--- src/rtl/ads124x_spi_responder.sv ---
// ADS124x device-side SPI emulation: RDATA/RREG/WREG/RESET/NOP command handling,
// DRDY generation and a 24-bit sample feed from an AXI4-Stream slave.
module ads124x_spi_responder #(
    parameter int SYNC_STAGES = 2,
    parameter int NUM_REGS    = 15
) (
    input  logic        aclk,
    input  logic        areset,
    input  logic [31:0] s_axis_tdata,
    input  logic        s_axis_tvalid,
    output logic        s_axis_tready,
    input  logic        SCK,
    input  logic        SS,
    input  logic        MOSI,
    output logic        MISO,
    output logic        MISO_T,
    input  logic        RESET_N,
    input  logic        START,
    output logic        DRDY
);
    localparam logic [2:0] ST_CMD    = 3'd0;
    localparam logic [2:0] ST_ARG    = 3'd1;
    localparam logic [2:0] ST_RDREG  = 3'd2;
    localparam logic [2:0] ST_WDATA  = 3'd3;
    localparam logic [2:0] ST_RDDATA = 3'd4;
    localparam logic [4:0] REG_LIMIT = 5'(NUM_REGS);

    logic [SYNC_STAGES-1:0] sck_sync, ss_sync, mosi_sync, rstn_sync, start_sync;
    logic        sck_s, ss_s, mosi_s, rstn_s, start_s, sck_prev;
    logic        sck_rise, sck_fall, byte_done, addr_ok, in_read, beat_ok, rdata_cmd;
    logic [2:0]  state, bit_cnt;
    logic [6:0]  rx_shift;
    logic [7:0]  rx_byte, tx_shift, tx_next;
    logic [3:0]  addr;
    logic [4:0]  cnt;
    logic        is_write, drdy, tready, pend_valid;
    logic [1:0]  rd_idx;
    logic [23:0] data, pend;
    logic [7:0]  regs [NUM_REGS];
    logic        unused_tdata;

    assign unused_tdata = ^s_axis_tdata[31:24];

    always_ff @(posedge aclk) begin
        if (areset) begin
            sck_sync   <= '0;
            ss_sync    <= '1;
            mosi_sync  <= '0;
            rstn_sync  <= '1;
            start_sync <= '0;
            sck_prev   <= 1'b0;
            tready     <= 1'b0;
        end else begin
            sck_sync   <= {sck_sync[SYNC_STAGES-2:0], SCK};
            ss_sync    <= {ss_sync[SYNC_STAGES-2:0], SS};
            mosi_sync  <= {mosi_sync[SYNC_STAGES-2:0], MOSI};
            rstn_sync  <= {rstn_sync[SYNC_STAGES-2:0], RESET_N};
            start_sync <= {start_sync[SYNC_STAGES-2:0], START};
            sck_prev   <= sck_s;
            tready     <= 1'b1;
        end
    end

    assign sck_s   = sck_sync[SYNC_STAGES-1];
    assign ss_s    = ss_sync[SYNC_STAGES-1];
    assign mosi_s  = mosi_sync[SYNC_STAGES-1];
    assign rstn_s  = rstn_sync[SYNC_STAGES-1];
    assign start_s = start_sync[SYNC_STAGES-1];

    assign sck_rise  = !ss_s && sck_s && !sck_prev;
    assign sck_fall  = !ss_s && !sck_s && sck_prev;
    assign byte_done = sck_fall && (bit_cnt == 3'd7);
    assign rx_byte   = {rx_shift, mosi_s};
    assign addr_ok   = {1'b0, addr} < REG_LIMIT;
    // A read counts as open until the synchronized SS rises, so pending samples land on that cycle.
    assign in_read   = (state == ST_RDDATA) && !ss_s;
    assign beat_ok   = s_axis_tvalid && start_s;
    assign rdata_cmd = byte_done && (state == ST_CMD) && (rx_byte[7:1] == 7'b0001001);

    always_comb begin
        tx_next = '0;
        case (state)
            ST_RDREG: if (addr_ok) tx_next = regs[addr];
            ST_RDDATA: begin
                case (rd_idx)
                    2'd0:    tx_next = data[23:16];
                    2'd1:    tx_next = data[15:8];
                    2'd2:    tx_next = data[7:0];
                    default: tx_next = '0;
                endcase
            end
            default: tx_next = '0;
        endcase
    end

    always_ff @(posedge aclk) begin
        if (areset || !rstn_s) begin
            state      <= ST_CMD;
            bit_cnt    <= '0;
            rx_shift   <= '0;
            tx_shift   <= '0;
            addr       <= '0;
            cnt        <= '0;
            is_write   <= 1'b0;
            rd_idx     <= '0;
            data       <= '0;
            pend       <= '0;
            pend_valid <= 1'b0;
            drdy       <= 1'b1;
            for (int unsigned i = 0; i < NUM_REGS; i++) regs[i] <= '0;
        end else begin
            if (ss_s) begin
                bit_cnt  <= '0;
                tx_shift <= '0;
                state    <= ST_CMD;
            end else begin
                if (sck_fall) begin
                    rx_shift <= rx_byte[6:0];
                    bit_cnt  <= bit_cnt + 3'd1;
                end
                if (sck_rise) tx_shift <= (bit_cnt == 3'd0) ? tx_next : {tx_shift[6:0], 1'b0};
                if (byte_done) begin
                    case (state)
                        ST_CMD: begin
                            if (rx_byte[7:1] == 7'b0001001) begin
                                state  <= ST_RDDATA;
                                rd_idx <= '0;
                            end else if (rx_byte[7:4] == 4'h2 || rx_byte[7:4] == 4'h4) begin
                                state    <= ST_ARG;
                                addr     <= rx_byte[3:0];
                                is_write <= rx_byte[6];
                            end else if (rx_byte[7:1] == 7'b0000011) begin
                                drdy <= 1'b1;
                                for (int unsigned i = 0; i < NUM_REGS; i++) regs[i] <= '0;
                            end
                        end
                        ST_ARG: begin
                            cnt   <= {1'b0, rx_byte[3:0]} + 5'd1;
                            state <= is_write ? ST_WDATA : ST_RDREG;
                        end
                        ST_RDREG, ST_WDATA: begin
                            if (state == ST_WDATA && addr_ok) regs[addr] <= rx_byte;
                            addr <= addr + 4'd1;
                            cnt  <= cnt - 5'd1;
                            if (cnt == 5'd1) state <= ST_CMD;
                        end
                        ST_RDDATA: if (rd_idx != 2'd3) rd_idx <= rd_idx + 2'd1;
                        default: state <= ST_CMD;
                    endcase
                end
            end

            // Sample handling follows the command decode so a sample beats a soft reset for DRDY.
            if (beat_ok) begin
                if (in_read) begin
                    pend       <= s_axis_tdata[23:0];
                    pend_valid <= 1'b1;
                end else begin
                    data       <= s_axis_tdata[23:0];
                    drdy       <= 1'b0;
                    pend_valid <= 1'b0;
                end
            end else if (pend_valid && !in_read) begin
                data       <= pend;
                drdy       <= 1'b0;
                pend_valid <= 1'b0;
            end
            if (rdata_cmd) drdy <= 1'b1;
        end
    end

    assign MISO          = tx_shift[7];
    assign MISO_T        = ss_s;
    assign DRDY          = drdy;
    assign s_axis_tready = tready;

endmodule

--- config.mk ---
export PLATFORM = sky130hd
export DESIGN_NAME = ads124x_spi_responder
export DESIGN_NICKNAME = d
export VERILOG_FILES = /design/src/rtl/ads124x_spi_responder.sv
export SDC_FILE = /design/constraint.sdc
export NUM_CORES = 1
export LEC_CHECK = 0
export ABC_CLOCK_PERIOD_IN_PS = 5600
export CORE_ASPECT_RATIO = 0.9
export CORE_MARGIN = 5
export CORE_UTILIZATION = 59
export DETAILED_ROUTE_END_ITERATION = 12
export PLACE_DENSITY = 0.75
export SLEW_MARGIN = 20
export SYNTH_ARGS = -nofsm -noshare
export SYNTH_HDL_FRONTEND = slang
export SYNTH_SLANG_ARGS = --single-unit
--- constraint.sdc ---
create_clock -name aclk -period 5.6 [get_ports aclk]
set_input_delay 1.12 -clock aclk [delete_from_list [all_inputs] [get_ports aclk]]
set_output_delay 1.12 -clock aclk [all_outputs]
set_load 0.02 [all_outputs]
# Yosys cells after proc, flatten, opt, wreduce, memory -nomap -nowiden
# Memories as Yosys holds them, arrays and structs flattened. A register that Yosys moved wholly into a read port is not among the register bits.
# Index checks and enable logic that the tools add are counted.
dict set report op_classes {
  add_sub_neg 5
  n_lt_le_gt_ge 1
  eq_ne 20
  n_mux 68
  bitwise 18
  reduce_logical 37
}
# operator count
set op_table {}
lappend op_table {{8-bit 2-to-1 mux} 18}
lappend op_table {{24-bit 2-to-1 mux} 3}
lappend op_table {{1-bit 2-to-1 mux} 31}
lappend op_table {{8-bit one-hot mux with 3 select lines} 1}
lappend op_table {{4-bit 2-to-1 mux} 5}
lappend op_table {{8-bit one-hot mux with 2 select lines} 1}
lappend op_table {{1-bit bitwise OR} 15}
lappend op_table {{5-bit AND reduction} 3}
lappend op_table {{3-bit one-hot mux with 4 select lines} 1}
lappend op_table {{1-bit logical AND} 11}
lappend op_table {{5-bit one-hot mux with 2 select lines} 1}
lappend op_table {{3-bit 2-to-1 mux} 3}
lappend op_table {{2-bit != test (second input constant)} 4}
lappend op_table {{4-bit one-hot mux with 2 select lines} 1}
lappend op_table {{2-bit nonzero test} 4}
lappend op_table {{8-bit OR reduction} 1}
lappend op_table {{7-bit by 2-bit == test with 1-bit output (second input constant)} 1}
lappend op_table {{7-bit by 4-bit == test with 1-bit output (second input constant)} 1}
lappend op_table {{3-bit by 2-bit == test with 1-bit output (second input constant)} 2}
lappend op_table {{3-bit == test (second input constant)} 2}
lappend op_table {{3-bit logical NOT} 2}
lappend op_table {{2-bit by 1-bit != test with 1-bit output (second input constant)} 3}
lappend op_table {{2-bit AND reduction} 3}
lappend op_table {{2-bit OR reduction} 3}
lappend op_table {{21 further kinds} 29}
dict set report word_totals {
  reg_bits 95
  ramBits 120
  inputBits 40
  out_inout_bits 4
  elab_cells 169
  memories 1
}
# memory words width rd rd_clocked_by_memory_dff wr line_no
set memory_table {}
lappend memory_table {regs 15 8 1 1 15 39} ;# logic [7:0] regs [NUM_REGS];

# Depth between registers and ports, before layout
# Gate-level depths: netlist (run 1).
dict set report depth {
  word_depth 11
  mapped_depth 8
  mapped_depth_nobuf 7
}

# Least setup slack after synthesis (run 1)
# No wires, ideal clock.
dict set report synth_path {
  kind {input -> register}
  startpoint {input port areset}
  endpoint {memory regs[4][0] (enable)}
  setup_time_ns 0.308
  t_arrival_ns 2.306
  t_required_ns 5.292
  path_slack_ns 2.987
  path_stages 4
  n_path_buf 0
  path_cell_list {nor2b_1 -> nand4_1 -> nor3b_2 -> a211o_2}
}
# item line_no
set synth_rtl {}
lappend synth_rtl {{start, declared} 8} ;# input logic areset,
lappend synth_rtl {{end, declared} 39}

==> results.cfg, run 1 <==
[critical_path]
cp-end-kind = register
r2r_cells = 4
rrSetupSlack_ps = 2210
r2r-end = regs[7][5]
crit_path_max_fanout = 16
cp.required_ps = 5790
worstSetupPathType = in -> reg
worstSetupStartpointType = input pin
worstReg2RegStart = rx_shift[0]
cp.arrival_ps = 3820

[synthesis]
yosysWarnings = 0
post-synth-top-area-fraction_pct = 36.58
synth_edf_count = 128
ys_types = 65
ys_ff_latch = 227
yosysSeqAreaShare_pct = 55.44
syn_avg_cell_area_um2 = 11.17
netlist_instances = 941
synth_ff_type = edfxtp_1
netlist_area_um2 = 10510
async_reset_ff_share_pct = 0
synth.area.top_cells = edfxtp_1 (37%), dfxtp_1 (19%), and3_1 (7.0%)
yosysTopAreaCell = edfxtp_1

[sta]
whs_ps = 402.7
fin_ws_ps = 1973
slew_headroom_pct = 20.47
period_share_pct = 64.77
rsz0062_at_grt = false
fin_tns_setup_ps = 0
finalMaxSlewViolations = 0
worstMarginPinSlew_ps = 1184
finClkSkew_ps = 10.86
fmax_mhz = 275.7
fin_crit_ps = 3627
setup_viol = 0
finalHoldViolCount = 0

[global_route]
grt_max_degree = 83
grt_pass1_vias = 6777
overflow = 0
antenna_found_initial = 0
grt_pass1_wl_um = 38390
grtUsageTotal_pct = 23.79

[clock_tree]
cts_tree = built
cts_resized = 0
clockBufferDepth = 3
cts.sinks = 227
cts.hold.buffers_added = 0
insertion_delay_ps = 500
cts_buffers = 23
cts_setup_buffers = 0
clk_pin_slew_ps = 60
h-tree-depth = 1
cts_root_buf = clkbuf_16

[pwr]
p_leak_nw = 4.288
pwr-share-clk_pct = 43.1
vdd_drop_max_uv = 294.8
p_comb_share_pct = 3.7
power.switching_mw = 0.7070
sw_frac_of_total_pct = 20.53
power.total_mw = 3.444
p_per_area_nw_per_um2 = 296.3
internal_power_mw = 2.736
pwr-share-seq_pct = 53.2

[placement]
dpl_worst_slack_ps = 1491
dp.final_hpwl_um = 14760
gp_congestion = 0.8065
io_buffers = 35

[die]
rows = 46
die_x_um = 150.7
start_util_pct = 59.86
die_h_um = 136.6
die_area_um2 = 20580
core_area_um2 = 17550
io-pin-count = 44

[job]
cap_viol_max_count = 0

[drt]
via_count = 7381
wl_um = 24350
wl_per_cell_um = 20.66
final_antenna_net_count = 0
vias_per_cell = 6.260
drc_errors = 0
dr.first_iter.drc_count = 676
drt_pre_antenna_iters = 7

[hold_path]
whs_path_depth = 1
holdCritPathClass = reg -> reg
min_to = rstn_sync[1]
hp-start = rstn_sync[0]

[outcome]
status = completed

[final_layout]
nets = 980
n_antenna_cell = 0
areaGrowthSynthToFinish_pct = 10.61
drive_gt1_share_pct = 13.42
## metrics by stage
step | instances | instance area, um^2 | utilization [%]
floorplan | 948 | 10540 | -
global placement | 1140 | 10910 | 62.13
detailed placement | 1140 | 10910 | 62.13
CTS | 1179 | 11620 | 66.22
global route | 1179 | 11620 | 66.22
finish | 1179 | 11620 | 66.22
## cell type report
cell class	count	area (um^2)
clock buffer	31	625.6
clock inverter	8	91.34
fill	1291	5931
inverter	17	63.81
multi-input combinational	607	4260
sequential	227	5827
tap	240	300.3
timing repair buffer	49	455.4
## power by group through the flow
stage | clock [mW] | sequential [mW] | combinational (mW)
after floorplan | 0 | 1.86 | 0.0774
after global placement | 0 | 1.87 | 0.126
after detailed placement | 0 | 1.87 | 0.127
after CTS | 1.50 | 1.83 | 0.128
after global routing | 1.57 | 1.84 | 0.138
final | 1.48 | 1.83 | 0.128
## cell usage after synthesis, drive strengths merged, types with 19 or more instances
library cell  count
edfxtp          128
and3            121
dfxtp            99
nand2            96
clkbuf           73
nor2             55
a21oi            54
mux4             30
nand3            29
a311oi           26
buf              24
o21ai            19
## registers in the layout, indices dropped and copies added (netlist names), named ones only
register       count
DRDY               1
start_sync         2
s_axis_tready      1
state              3
addr               4
rstn_sync          2
rx_shift           7
sck_sync           2
pend_valid         1
is_write           1
regs             128
rd_idx             2
ss_sync            2
data              24
cnt                5
pend              24
sck_prev           1
mosi_sync          2
bit_cnt            3
tx_shift           8
## cells in the final DEF (no fill, tap or decap), drive strengths merged, types with 15 or more instances in the layout
master | synthesis | routed
a211o | 15 | 15
a21oi | 54 | 54
a311oi | 26 | 26
and3 | 121 | 121
clkbuf | 73 | 31
clkdlybuf4s50 | 0 | 35
dfxtp | 99 | 99
edfxtp | 128 | 128
ha | 15 | 15
inv | 17 | 17
mux4 | 30 | 30
nand2 | 96 | 96
nand3 | 29 | 29
nor2 | 55 | 55
o21ai | 19 | 19
## metal layers
layer | share of wire, % | track usage [%]
met1 | 43 | 35.37
met2 | 48 | 37.81
met3 | 7.6 | 3.775
met4 | 1.7 | 4.381
met5 | 0 | 0
## critical path, stage by stage
cell	delay, ps
clkdlybuf4s50_1	610
nor2b_1	470
nand4_1	360
nor3_2	840
a211o_2	400
## worst max path at each step
stage | start | end | cells past startpoint
floorplan | areset | regs[4][0] | 4
global placement | areset | regs[13][7] | 5
detailed placement | areset | regs[12][7] | 5
CTS | areset | regs[13][6] | 5
global route | areset | regs[13][7] | 5
finish | areset | regs[12][4] | 5
## logic make-up (layout without fill, tap and decap cells)
kind of cell             Yosys count  in the layout  share of synthesized area (%)
AO/OA/AOI/OAI                    156            156                          10.38
XOR/XNOR                           4              4                         0.3334
adder cells (fa/ha/maj)           15             15                          1.786
buffers and inverters            114            105                          4.417
flip-flops                       227            227                          55.44
multiplexers                      47             47                          8.108
other                              1              8                        0.03568
AND/OR/NAND/NOR                  377            377                          19.50
No activity file was read; power rests on OpenSTA's default activity.
==> run 2, diff against run 1 <==
--- a/config.mk
+++ b/config.mk
@@ -5,12 +5,12 @@
 export SDC_FILE = /design/constraint.sdc
 export NUM_CORES = 1
 export LEC_CHECK = 0
-export ABC_CLOCK_PERIOD_IN_PS = 5600
+export ABC_CLOCK_PERIOD_IN_PS = 3000
 export CORE_ASPECT_RATIO = 0.9
 export CORE_MARGIN = 5
-export CORE_UTILIZATION = 59
+export CORE_UTILIZATION = 55
 export DETAILED_ROUTE_END_ITERATION = 12
-export PLACE_DENSITY = 0.75
+export PLACE_DENSITY = 0.73
 export SLEW_MARGIN = 20
 export SYNTH_ARGS = -nofsm -noshare
 export SYNTH_HDL_FRONTEND = slang
==> constraint.sdc (replaced) <==
create_clock -name aclk -period 3 [get_ports aclk]
set_input_delay 0.6 -clock aclk [delete_from_list [all_inputs] [get_ports aclk]]
set_output_delay 0.6 -clock aclk [all_outputs]
set_load 0.02 [all_outputs]
==> results.cfg, run 2 (synthesis results as in run 1) <==
[outcome]
status = completed

[sta]
period_share_pct = 87.17
fin_crit_ps = 2615
fmax_mhz = 382.4
finalMaxSlewViolations = 0
finalHoldViolCount = 0
rsz0062_at_grt = false
slew_headroom_pct = 44.27
fin_tns_setup_ps = 0
setup_viol = 0
finClkSkew_ps = 22.02
fin_ws_ps = 384.9
whs_ps = 408.3
worstMarginPinSlew_ps = 836.0

[drt]
wl_um = 24410
wl_per_cell_um = 20.01
drt_pre_antenna_iters = 6
dr.first_iter.drc_count = 670
vias_per_cell = 6.061
via_count = 7395
drc_errors = 0
final_antenna_net_count = 0

[final_layout]
top_register = regs
largest_reg_flops = 128
top_regs = regs (128), data (24), pend (24)
areaGrowthSynthToFinish_pct = 12.88
n_antenna_cell = 0
instances_no_fill = 1220
final_area_um2 = 11860
utilization_pct = 62.51
drive_gt1_share_pct = 16.29
final_common_cell = edfxtp_1
nets = 1008
layout_common_cells = edfxtp_1 (128), and3_1 (117), dfxtp_1 (98)

[pwr]
vdd_drop_max_uv = 519.5
p_per_area_nw_per_um2 = 540.1
p_leak_nw = 4.446
power.total_mw = 6.407

[job]
cap_viol_max_count = 0

[placement]
dpl_cell_area_um2 = 11140
dp.final_hpwl_um = 15990
gp_congestion = 0.8641
io_buffers = 35
dp.cells = 1178
dpl_worst_slack_ps = 170.2

[global_route]
antenna_found_initial = 1
grt_pass1_wl_um = 39260
grtUsageTotal_pct = 22.23
grt_pass1_vias = 6953
overflow = 0
grt_max_degree = 59

[clock_tree]
clockBufferDepth = 3
cts.sinks = 227
cts.hold.buffers_added = 0
cts_setup_buffers = 0
cts_root_buf = clkbuf_16
cts_buffers = 23
insertion_delay_ps = 520
clk_pin_slew_ps = 60
h-tree-depth = 1
cts_resized = 0
cts_tree = built

[critical_path]
cpLargestDelayFamily = simple AND/OR/NAND/NOR gates
crit_start = bit_cnt[1]
worstReg2RegStart = bit_cnt[1]
crit_cells = 6
worstSetupStartpointType = register
crit_path_top_delay_cell = nor3_2
crit_chain = ha_1 > ha_1 > and4bb_1 > nand4_1 > nor3_2 > a211o_2
rrSetupSlack_ps = 380
crit_path_end = regs[12][4]
cp_common_cell = ha_1
cp.arrival_ps = 2800
r2r_cells = 6
worstSetupPathType = reg -> reg
cp.required_ps = 3190
r2r-end = regs[12][4]
cp-end-kind = register
crit_path_max_fanout = 8
max_stage_delay_ps = 550
path_buf_inv = 0

[die]
io-pin-count = 44
start_util_pct = 55.37
die_h_um = 141.1
rows = 48
die_area_um2 = 21980
die_x_um = 155.7
core_area_um2 = 18980

[hold_path]
holdCritPathClass = reg -> reg
[run 2: cell count changes in the layout (fill, tap and decap cells not counted), sizes merged]
cell | previous run | this run
clkinv | 4 | 9
buf | 14 | 42
inv | 17 | 20
clkbuf | 31 | 28
bufinv | 2 | 0
[run 2: final cells by class]
class,count,area (um^2)
fillers,1530,7116
flip-flops and latches,227,5827
multi-input cells,607,4260
repair buffers,77,678.2
clock buffers,28,646.9
well taps,250,312.8
clock inverters,14,73.82
inverters,17,63.81
[run 2: worst min-delay path by stage]
stage,start,end,slack [ps],cells after the start
after floorplan,rstn_sync[0],rstn_sync[1],390,1
after global placement,rstn_sync[0],rstn_sync[1],400,1
after detailed placement,rstn_sync[0],rstn_sync[1],390,1
after CTS,rstn_sync[0],rstn_sync[1],410,1
after global routing,rstn_sync[0],rstn_sync[1],430,1
final,rstn_sync[0],rstn_sync[1],410,1
[run 2: layer usage]
layer / wire length [um] / up-vias / GRT usage (%) / part of all wire (%)
met4: 303 / 0 / 3.639 / 1.2
met5: 0 / - / 0 / 0
met2: 11310 / 241 / 34.78 / 46
met3: 1626 / 25 / 2.793 / 6.7
li1: - / 3510 / - / -
met1: 11160 / 3619 / 34.05 / 46
[run 2: worst register-to-register path, stage by stage, from the launching register on]
cell      delay [ps]
dfxtp_1          350
ha_1             160
ha_1             150
and4bb_1         370
nand4_1          330
nor3_2           550
a211o_2          360
[run 2: power breakdown]
group / total [mW] / switching, mW / internal, mW
sequential: 3.41 / 0.0334 / 3.38
combinational: 0.253 / 0.145 / 0.108
clock: 2.74 / 1.20 / 1.54
